## config.mk

```make
export PLATFORM = sky130hd
export DESIGN_NAME = unary_add_1_4_8
export DESIGN_NICKNAME = d
export VERILOG_FILES = /design/src/rtl/unary_pkg.sv /design/src/rtl/unary_sat_counter.sv /design/src/rtl/unary_add_1_4_8.sv
export SDC_FILE = /design/constraint.sdc
export NUM_CORES = 1
export LEC_CHECK = 0
export CORE_UTILIZATION = 50
export CTS_CLUSTER_DIAMETER = 120
export CTS_CLUSTER_SIZE = 20
export DETAILED_ROUTE_END_ITERATION = 10
export GPL_TIMING_DRIVEN = 0
export PLACE_DENSITY = 0.71
export SLEW_MARGIN = 20
export SYNTH_ARGS = -nofsm -noshare
export SYNTH_HDL_FRONTEND = slang
export SYNTH_SLANG_ARGS = --single-unit
```

## constraint.sdc

```tcl
create_clock -name clk -period 2.06 [get_ports clk]
set_input_delay 0.206 -clock clk [delete_from_list [all_inputs] [get_ports clk]]
set_output_delay 0.206 -clock clk [all_outputs]
set_load 0.03 [all_outputs]
```

## src/rtl/unary_pkg.sv

```systemverilog
// Shared constants for the serial unary adder: mode encoding and default width.
package unary_pkg;

  // Mode select values carried on read_or_write.
  typedef enum logic {
    MODE_READ  = 1'b0,
    MODE_WRITE = 1'b1
  } mode_e;

  // Default accumulator width; largest representable sum is 2**CNT_W - 1.
  localparam int CNT_W_DEFAULT = 8;

endpackage

```

## src/rtl/unary_sat_counter.sv

```systemverilog
// Accumulator for the unary adder: counts up by 0, 1 or 2 with saturation
// at the all-ones value, counts down by 1 with a floor at zero.
module unary_sat_counter #(
  parameter int CNT_W = unary_pkg::CNT_W_DEFAULT
) (
  input  logic             clk,
  input  logic             rst,
  input  logic             up,
  input  logic [1:0]       inc,
  input  logic             down,
  output logic [CNT_W-1:0] cnt,
  output logic             nonzero,
  output logic             ovf
);

  localparam logic [CNT_W-1:0] MAX = '1;

  // One extra bit so a +2 step from near MAX is seen rather than wrapped.
  logic [CNT_W:0] sum;

  // Widened sum and saturation detect for the current up step.
  always_comb begin
    sum     = {1'b0, cnt} + {{(CNT_W-1){1'b0}}, inc};
    ovf     = up && (sum > {1'b0, MAX});
    nonzero = (cnt != '0);
  end

  // Count register: reset, saturating add, or floored decrement.
  always_ff @(posedge clk) begin
    if (rst) begin
      cnt <= '0;
    end else if (up) begin
      cnt <= ovf ? MAX : sum[CNT_W-1:0];
    end else if (down && nonzero) begin
      cnt <= cnt - 1'b1;
    end
  end

endmodule

```

## src/rtl/unary_add_1_4_8.sv

```systemverilog
// Serial unary adder: accumulates the 1s of streams A and B in read mode,
// replays the total as a run of 1s on dout in write mode. C is a sticky
// overflow flag. rst_n is an active-high synchronous reset despite its name.
module unary_add_1_4_8
  import unary_pkg::*;
#(
  parameter int CNT_W = CNT_W_DEFAULT
) (
  input  logic clk,
  input  logic rst_n,
  input  logic A,
  input  logic B,
  input  logic en,
  input  logic read_or_write,
  output logic dout,
  output logic C
);

  mode_e            mode;
  logic             up;
  logic             down;
  logic [1:0]       inc;
  logic [CNT_W-1:0] cnt;
  logic             nonzero;
  logic             ovf;

  // Mode decode; en=0 blocks both directions so the count holds.
  always_comb begin
    mode = mode_e'(read_or_write);
    up   = en && (mode == MODE_READ);
    down = en && (mode == MODE_WRITE);
    inc  = {1'b0, A} + {1'b0, B};
  end

  unary_sat_counter #(
    .CNT_W (CNT_W)
  ) u_counter (
    .clk     (clk),
    .rst     (rst_n),
    .up      (up),
    .inc     (inc),
    .down    (down),
    .cnt     (cnt),
    .nonzero (nonzero),
    .ovf     (ovf)
  );

  // Output stream: a 1 for each count drained in write mode, else 0.
  always_ff @(posedge clk) begin
    if (rst_n) begin
      dout <= 1'b0;
    end else begin
      dout <= down && nonzero;
    end
  end

  // Sticky overflow: set on any saturating add, cleared only by reset.
  always_ff @(posedge clk) begin
    if (rst_n) begin
      C <= 1'b0;
    end else if (ovf) begin
      C <= 1'b1;
    end
  end

endmodule

```

==> results.md <==
* Layout area overhead at 14.8%
* Ys async rst share at 0
* Clk sink count at 10
* Clk slew on worst S/H paths at 70 ps
* Worst-Skew Late Latency at 280 ps
* RD Place Congestion at 0.884
* Yosys Warn Count at 0
* Slowest CP cell: or4_4
* Count of pins over their slew limit at 0
* DPL Wire Length at 1430 um
* CTS max path bufs at 2
* Final instance area at 958 um2
* Area leader, netlist: dfxtp_1
* Layout cells sized above 1 at 0.198
* Top cells by count, synth: nor2_1, dfxtp_1, inv_1, o21ai_0
* Reg2reg setup slack at 80 ps
* Instance count of the mapped netlist at 96
* Final core utilization at 0.629
* Post-synthesis sequential element count at 10
* Die ar. at 1840 um2
* Final critical-path required period at 1980 ps
* Netlist cell types at 44
* Most frequent cell after synthesis: nor2_1
* RSZ-0062 raised after global routing: no
* GR Util met2 at 0.379
* P_leak at 0.000349 uW
* Post-DP Area at 915 um2
* Post-synth EDFFs at 0
* Largest fanout on the critical path at 5
* Pin count of the biggest net entering global routing at 11
* TNS Setup at 0 ps
* Hold_buf cts at 0
* Worst-path cell chain: fa_1, ha_1, nand2_1, or4_4, a2111oi_4, a211oi_2
* Main synth FF type: dfxtp_1
* Die Wd at 42.9 um
* Synth Area in Simple Gates at 0.319
* Worst hold path cell count at 2
* Max-cap violations at 0
* Status: completed
* Fin Hold WS at 284 ps
* Root Driver: clkbuf_4
* Post_cts resized at 0
* Endpoints failing setup at 0
* Drt total wl at 1920 um
* Multiplexer share of the synthesized area at 0.0360
* Filler instances at 137
* Setup Skew at 5.82 ps
* TritonCTS clock tree: done
* H-tree depth at 1
* Synth top area cells: dfxtp_1, nor2_1, ha_1, mux2i_1, o21ai_0
* Period utilization at 0.962
* Vias/cell at 6.45
* GR peak layer: met2
* Compound-cell area share of the yosys netlist at 0.262
* Top-area cell type share of the netlist area at 0.240
* Critical path class: flop to flop
* Achievable Freq at 505 MHz
* Vias in the first global route at 762
* IO buf count at 6
* Hold Crit Class: primary input to flop
* DRT antenna net count at 0
* Slew @ Worst Pin at 560 ps
* Chip Height at 42.9 um
* Main combinational cell family by area after synthesis: simple AND/OR/NAND/NOR gates
* GRT overflow at 0
* CP Launch Type: flop
* WL/cell at 15.7 um
* Drt pass-1 iters at 4
* Residual DRC at 0
* Worst Path Required at 2210 ps
* Critical Path AT at 2130 ps
* Mapped Nets at 106
* Final nets at 117
* Worst vdd ir at 0.513 mV
* Synthesized area per cell at 8.69 um2
* Register Area at 200 um2
* First-pass GRT wire length at 3250 um
* Pwr/cell area at 774 nW/um2
* Io pins at 8
* Core Region at 1520 um2
* Post CTS Setup Buffer Count at 0
* Setup crit end kind: flop
* GR met1 Demand/Resource at 0.298
* Initial antenna violation count at 0
* Final hold violations at 0
* Vias at 787
* Seq/Total Area, Yosys at 0.240
* Synth Area in XOR/XNOR at 0
* Initial DRC Count at 15
* Worst R2R Path Depth at 6
* CP max stage delay at 450 ps
* Adder-Cell Fraction of Synth Area at 0.0690
* Clock buffer count from CTS at 3
* M3 GR Usage at 0.0255
* Multi-input gate area at 578 um2
* Rows at 14
* Total track usage at 0.234
* Worst slew margin at 0.627
* Cell area after synthesis at 835 um2
* Initial cell density of the core at 0.548
* Antenna cells at 0
[kinds of logic after synthesis]
kind of cell,count (synthesis)
buffers and inverters,11
and+or+nand+nor,42
DFF,10
adders and majority gates,4
AOI/OAI and AO/OA,26
muxes,3
[registers in the layout, indices dropped and copies added, names as in the netlist]
signal / cells
C: 1
dout: 1
u_counter.cnt: 8
[critical path: cells and delay by family, from the launching register on]
family	cells	cell delay (ps)
flip-flops	1	400
AND/OR/NAND/NOR	2	550
AO/OA/AOI/OAI	2	430
adder cells (fa/ha/maj)	2	460
[through the flow]
stage | power, uW | instances | worst slack, ps
finish | 742 | 122 | 79.3
global route | 786 | 122 | 23.8
CTS | 737 | 122 | 2.89
detailed placement | 555 | 118 | -277
global placement | 548 | 118 | -312
floorplan | 492 | 96 | 249
[cell type report]
class / count / share of cell area
timing repair buffer: 6 / 0.0653
clock buffer: 4 / 0.0379
buffer: 5 / 0.0405
multi-input combinational: 75 / 0.603
tap: 16 / 0.0209
sequential: 10 / 0.209
inverter: 6 / 0.0235
[worst paths after layout]
path | start | end
worst max-delay path | u_counter.cnt[0] | u_counter.cnt[6]
worst min-delay path | en | u_counter.cnt[3]
worst max register to register | u_counter.cnt[0] | u_counter.cnt[6]
worst min register to register | C | C
[placed cells by master, fill, tap and decap left out, types with 2 or more instances in the layout]
cell type | netlist | final
o31ai_1 | 2 | 2
nor2_1 | 11 | 11
mux2i_1 | 3 | 3
o311ai_1 | 1 | 2
ha_1 | 3 | 3
nand3_1 | 5 | 5
nor4_2 | 2 | 2
a211oi_1 | 2 | 2
dfxtp_1 | 10 | 10
clkbuf_4 | 0 | 3
inv_1 | 6 | 6
nor2b_1 | 2 | 2
clkdlybuf4s50_1 | 0 | 5
o21ai_0 | 6 | 6
buf_6 | 2 | 2
nor3b_1 | 2 | 2
a21oi_1 | 3 | 3
nand2_1 | 5 | 5
or4_4 | 2 | 2
nand4_1 | 3 | 3
[where the power goes]
part | switching, uW | internal [uW] | leakage [uW]
clock | 78.2 | 108 | 0.0000210
sequential | 30.9 | 219 | 0.0000822
combinational | 167 | 139 | 0.000246
[metal layers]
| metal | share of wire | up-vias | wire [um] |
|---|---|---|---|
| met2 | 0.46 | 29 | 889 |
| met3 | 0.059 | 7 | 113 |
| met4 | 0.021 | 0 | 41 |
| li1 | - | 385 | - |
| met1 | 0.46 | 366 | 877 |
| met5 | 0 | - | 0 |
No activity file was read; power rests on OpenSTA's default activity.
